### src/rtl/vc_pop_fifo.sv
`default_nettype none
// ============================================================================
//  Module      : vc_pop_fifo
//  Description : Input buffer ahead of a 1-to-2 demux. Pops the head word only
//                when the downstream FIFO selected by the head's selector bit
//                is not almost-full, and presents the popped word one cycle
//                after the pop decision. Strict in-order, no bypass.
//  Revision    : 1.0 - initial release
// ============================================================================
module vc_pop_fifo #(
    parameter int DATA_SIZE  = 6,
    parameter int ADDR_SIZE  = 3,
    parameter int BIT_SELECT = 1
) (
    input  logic                 clk,
    input  logic                 reset_L,
    input  logic                 push_i,
    input  logic [DATA_SIZE-1:0] data_in_i,
    input  logic                 almost_full0_i,
    input  logic                 almost_full1_i,
    input  logic [ADDR_SIZE:0]   umbral_af_i,
    input  logic [ADDR_SIZE:0]   umbral_ae_i,
    output logic                 en_pop_o,
    output logic [DATA_SIZE-1:0] data_out_o,
    output logic [ADDR_SIZE:0]   count_o,
    output logic                 full_o,
    output logic                 empty_o,
    output logic                 almost_full_o,
    output logic                 almost_empty_o,
    output logic                 error_o
);

    localparam int               c_entries = 2 ** ADDR_SIZE;
    localparam logic [ADDR_SIZE:0] c_depth = {1'b1, {ADDR_SIZE{1'b0}}};

    // Storage and pointers
    logic [DATA_SIZE-1:0] mem_q [c_entries];
    logic [ADDR_SIZE-1:0] wr_ptr_q, wr_ptr_d;
    logic [ADDR_SIZE-1:0] rd_ptr_q, rd_ptr_d;
    logic [ADDR_SIZE:0]   count_q,  count_d;
    logic                 en_pop_q, en_pop_d;
    logic [DATA_SIZE-1:0] data_out_q, data_out_d;
    logic                 error_q,  error_d;

    // Decode of the pre-edge state
    logic [DATA_SIZE-1:0] w_head;
    logic                 w_sel;
    logic                 w_full;
    logic                 w_empty;
    logic                 w_pop;
    logic                 w_push_ok;

    assign w_head    = mem_q[rd_ptr_q];
    assign w_sel     = w_head[DATA_SIZE-BIT_SELECT];
    assign w_full    = (count_q == c_depth);
    assign w_empty   = (count_q == '0);
    // The head only leaves when the FIFO it is routed to can accept it;
    // anything behind a blocked head waits, keeping order intact.
    assign w_pop     = !w_empty && (w_sel ? !almost_full1_i : !almost_full0_i);
    assign w_push_ok = push_i && !w_full;

    // Next-state computation for pointers, occupancy, output stage and error
    always_comb begin
        wr_ptr_d   = wr_ptr_q;
        rd_ptr_d   = rd_ptr_q;
        count_d    = count_q;
        en_pop_d   = 1'b0;
        data_out_d = '0;
        // A push into a full FIFO is lost even if a pop frees a slot this edge.
        error_d    = error_q | (push_i & w_full);

        if (w_push_ok) begin
            wr_ptr_d = wr_ptr_q + ADDR_SIZE'(1);
        end

        if (w_pop) begin
            rd_ptr_d   = rd_ptr_q + ADDR_SIZE'(1);
            en_pop_d   = 1'b1;
            data_out_d = w_head;
        end

        case ({w_push_ok, w_pop})
            2'b10:   count_d = count_q + (ADDR_SIZE+1)'(1);
            2'b01:   count_d = count_q - (ADDR_SIZE+1)'(1);
            default: count_d = count_q;
        endcase
    end

    // Control and output registers, cleared asynchronously
    always_ff @(posedge clk or negedge reset_L) begin
        if (!reset_L) begin
            wr_ptr_q   <= '0;
            rd_ptr_q   <= '0;
            count_q    <= '0;
            en_pop_q   <= 1'b0;
            data_out_q <= '0;
            error_q    <= 1'b0;
        end else begin
            wr_ptr_q   <= wr_ptr_d;
            rd_ptr_q   <= rd_ptr_d;
            count_q    <= count_d;
            en_pop_q   <= en_pop_d;
            data_out_q <= data_out_d;
            error_q    <= error_d;
        end
    end

    // Word storage; contents are don't-care after reset so no reset term
    always_ff @(posedge clk) begin
        if (w_push_ok) begin
            mem_q[wr_ptr_q] <= data_in_i;
        end
    end

    assign en_pop_o       = en_pop_q;
    assign data_out_o     = data_out_q;
    assign count_o        = count_q;
    assign full_o         = w_full;
    assign empty_o        = w_empty;
    assign almost_full_o  = (count_q >= umbral_af_i);
    assign almost_empty_o = (count_q <= umbral_ae_i) && !w_empty;
    assign error_o        = error_q;

endmodule
`default_nettype wire

### config.mk
export PLATFORM = sky130hd
export DESIGN_NAME = vc_pop_fifo
export DESIGN_NICKNAME = d
export VERILOG_FILES = /design/src/rtl/vc_pop_fifo.sv
export SDC_FILE = /design/constraint.sdc
export NUM_CORES = 1
export LEC_CHECK = 0
export ABC_CLOCK_PERIOD_IN_PS = 5830
export CORE_ASPECT_RATIO = 2
export CORE_MARGIN = 8
export CORE_UTILIZATION = 40
export CTS_CLUSTER_DIAMETER = 50
export DETAILED_ROUTE_END_ITERATION = 8
export PLACE_DENSITY = 0.63
export SLEW_MARGIN = 20
export SYNTH_ARGS = -nofsm -noshare
export SYNTH_HDL_FRONTEND = slang
export SYNTH_SLANG_ARGS = --single-unit
### constraint.sdc
create_clock -name clk -period 5.83 [get_ports clk]
set_input_delay 1.749 -clock clk [delete_from_list [all_inputs] [get_ports clk]]
set_output_delay 1.749 -clock clk [all_outputs]
set_load 0.02 [all_outputs]
======== Yosys cells after proc, flatten, opt, wreduce, memory -nomap -nowiden ========
Memories as Yosys holds them, arrays and structs flattened.
Index checks and enable logic that the tools add are counted.
word-level totals
  flip-flop bits (word level) ............. 18
  memory bits (writable) .................. 48
  input port bits ......................... 19
  output and inout bits ................... 16
  word-level logic and storage cells ...... 33
  memories ................................ 1
memories
  name   words  bits a word  read ports  clocked after memory_dff  wr ports  RTL line  text
  mem_q  8      6            1           0                         1         37        logic [DATA_SIZE-1:0] mem_q [c_entries];
cells by class
  add/subtract/negate cells ............... 4
  $lt $le $gt $ge ......................... 2
  eq/ne operators ......................... 3
  multiplexer cells ....................... 6
  bitwise gates (word level) .............. 2
  reduce and logical (&&, ||, !) cells .... 9
operators with widths
  cell                 number
  $pmux 4 s2           1
  $add 3x1->3 const B  2
  $mux 6               1
  $add 4x1->4 const B  1
  $eq 4x4->1 const B   1
  $ge 4x4->1           1
  $le 4x4->1           1
  $logic_not 1->1      4
  $logic_not 4->1      1
  $mux 1               4
  $sub 4x1->4 const B  1
  $logic_and 1x1->1    3
  $eq 2x1->1 const B   1
  $eq 2x2->1 const B   1
  $reduce_bool 2->1    1
  $and 1x1->1          1
  $or 1x1->1           1

======== Logic depth before layout (Yosys ltp) ========
  word-level depth ........................ 5
  depth in mapped cells ................... 12
  mapped depth without buffers ............ 11

======== Worst setup path before layout ========
OpenSTA, ideal clock, no wires.
  kind .................................... input port to output port
  from .................................... input umbral_ae_i[1]
  to ...................................... output almost_empty_o
  arrival ................................. 2.873 ns
  required time ........................... 4.081 ns
  setup slack ............................. 1.208 ns
  cell stages on the path ................. 7
  buffers on the path ..................... 0
  path through ............................ inv_1 ha_1 nor2b_1 o21a_1 o21ai_0 nand2b_1 a21oi_1
on the way
  longest elaborated chain between the ends .. 2
ends and longest elaborated chain
  element            RTL line  text
  from (decl)        22        input logic [ADDR_SIZE:0] umbral_ae_i,
  $le 4x4->1         121       assign almost_empty_o = (count_q <= umbral_ae_i) && !w_empty;
  $logic_and 1x1->1  121
  to (decl)          29        output logic almost_empty_o,
No other way between the ends.

======== Worst setup path in the final report ========
Ends and elaborated chain as after synthesis.

==> run metrics <==
Fin Setup TNS=0 ns; Hold Buf Count CTS=0; sequential share of the synthesized area=66.52%; CTS clk-pin slew, worst paths=0.05 ns; reg-to-reg critical path startpoint=rd_ptr_q[0]; Nets=250; cell mode on critical path=clkdlybuf4s50_1; Final Critical Period=5.537 ns; Crit path largest cell delay=0.62 ns; area of the multi-input gates=902.1 um^2; vias in the first global route=1659; WL final=5422 um; slowest cell on the critical path=clkdlybuf4s50_1; CP Data Arrival Time=3.79 ns; wire length per cell=17.32 um; Crit Path Category=input pin to primary output; number of post-CTS setup repair buffers=0; syn nets=208; CTS root buf=clkbuf_16; drt drc=0; min-delay src=error_o; synthesized instance count=176; met2 usage=21.22%; clock skew=0.004593 ns; n_diodes=0; commonest cells after routing, fill and taps aside=edfxtp_1, clkdlybuf4s50_1, dfrtp_1; relative slew slack=37.10%; total grt overflow=0; Tot GR Track Use=12.03%; mapped cell area=2844 um^2; CTS buffer count=9; post-synth cell types=30; worst setup path start=umbral_ae_i[1]; WP data required=4.08 ns; area delta synth->final=26.26%; met1 global-route usage=11.46%; via-per-instance ratio=4.968; Startpoint Class=input pin; Max Fclk=180.6 MHz; Initial Utilization=40.98%; final worst-path cycle share=94.98%; layout cells sized above 1=14.80%; Setup crit end kind=primary output; Port Buffers=34; routability cong.=0.7479; slew of the pin with the lowest slew margin=0.9356 ns; pin count of the biggest net entering global routing=19; CORE AREA=6940 um^2; Clock Latency Late Sink=0.32 ns; status=complete, no violations; crit-path max FO=2; Final setup viols=0; most common cell after layout, fill and taps aside=edfxtp_1; Initial DRC Count=51; YS warnings=0; die width=75.63 um; pwr dens=529.7 nW/um^2; final hold viol count=0; maximum VDD drop=0.2215 mV; synthesized area per cell=16.16 um^2; die height=135.2 um; met3 Use GR=3.487%; initial antenna violation count=0; Pleak=1.340 nW; max_cap viols=0; TritonRoute pass-1 iters=4; row count=43; Clock Path Buffers=2; Synth Register Bits=66; final antenna-violating net count=0; # H-tree levels=3; clk sinks=66; final hold slack=0.4563 ns; Worst Hold Class=register to register; dpl hpwl=3885 um; register area=1892 um^2; first-pass GRT wire length=8542 um; max-slew violation count=0; CTS tree=built; RSZ-0062 raised after global routing=false; via count=1555; Die Area=10230 um^2; global route hottest layer=met2; worst path cell trace=clkdlybuf4s50_1 > inv_1 > ha_1 > nor2b_1 > o21a_1 > o21ai_0 > nand2b_1 > a21oi_1 > clkdlybuf4s50_1; filler cell count=574; post-cts gate resize count=0; Top Ports=35
==> cell usage after synthesis <==
cell type / n / share of area [%]
nand3b_1: 1 / 0.26
mux2i_4: 1 / 0.79
mux2i_1: 9 / 3.2
nor4_1: 1 / 0.22
ha_1: 13 / 5.7
dfrtp_1: 18 / 16
buf_2: 1 / 0.18
nand2_1: 7 / 0.92
nand4_1: 1 / 0.22
clkbuf_1: 4 / 0.53
buf_4: 1 / 0.26
mux4_2: 11 / 8.7
o21a_1: 1 / 0.26
edfxtp_1: 48 / 51
nor3_1: 7 / 1.2
xnor2_1: 5 / 1.5
clkinv_1: 1 / 0.13
nor4b_1: 1 / 0.31
xor2_1: 4 / 1.2
nor2_1: 11 / 1.5
o31a_1: 1 / 0.31
nor4_2: 1 / 0.44
a21oi_1: 4 / 0.70
a21o_1: 1 / 0.26
inv_1: 8 / 1.1
nor2b_1: 4 / 0.88
mux2_1: 1 / 0.40
nand2b_1: 7 / 1.5
mux2_2: 1 / 0.40
o21ai_0: 2 / 0.35
==> flip-flops by register name, indices dropped and copies added (netlist names) <==
signal	flops
mem_q	48
data_out_o	6
count_o	4
rd_ptr_q	3
wr_ptr_q	3
en_pop_o	1
error_o	1
==> worst paths after layout <==
kind                                   to  slack, ns  depth (start not counted)
max                        almost_empty_o       0.29                          9
min                               error_o       0.46                          1
max reg2reg                    count_o[2]       2.32                         11
min reg2reg                       error_o       0.46                          1
max in group asynchronous      count_o[3]       3.39                          1
min in group asynchronous      count_o[0]       1.91                          1
==> critical path: cells and delay by family <==
family	cells	cell delay [ns]
compound gates	3	0.43
simple gates	2	0.20
buf+inv	3	1.12
fa+ha+maj	1	0.29
==> report_power, final <==
group / switching [mW] / internal [mW] / leakage (nW)
logic: 0.290 / 0.345 / 0.552
registers: 0.141 / 0.619 / 0.653
clock network: 0.179 / 0.329 / 0.136
==> cell families (layout without fill, tap and decap cells) <==
group	count (synthesis)	in the layout	synth area share (%)
DFF	66	66	66.52
adders and majority gates	13	13	5.719
and+or+nand+nor	41	41	7.479
buffers and inverters	15	62	2.155
AOI/OAI and AO/OA	9	9	1.892
xor gates and xnor gates	9	9	2.771
muxes	23	23	13.46
==> routing by layer <==
metal / vias up / share of wire (%)
li1: 733 / -
met1: 767 / 36
met2: 44 / 56
met3: 11 / 5.6
met4: 0 / 2.7
met5: - / 0
==> through the flow <==
step | total power, mW | std cells | cell area [um^2] | utilization, % | setup slack, ns
5_1_grt | 2.021 | 313 | 3591 | 51.74 | 0.1392
3_5_place_dp | 1.421 | 297 | 3303 | 47.59 | 0.2794
3_3_place_gp | 1.405 | 297 | 3298 | 47.52 | 0.3410
2_1_floorplan | 1.182 | 176 | 2844 | - | 1.208
4_1_cts | 1.937 | 313 | 3591 | 51.74 | 0.2800
6_report | 1.902 | 313 | 3591 | 51.74 | 0.2929
==> layout make-up <==
cell class              count  area share, %
inverters                   9         0.9408
repair buffers             37          10.10
flip-flops and latches     66          52.68
clock buffers              11          6.481
multi-input cells          95          25.12
clock inverters             5          1.533
well taps                  90          3.136
Power figures use the tool's default switching activity.
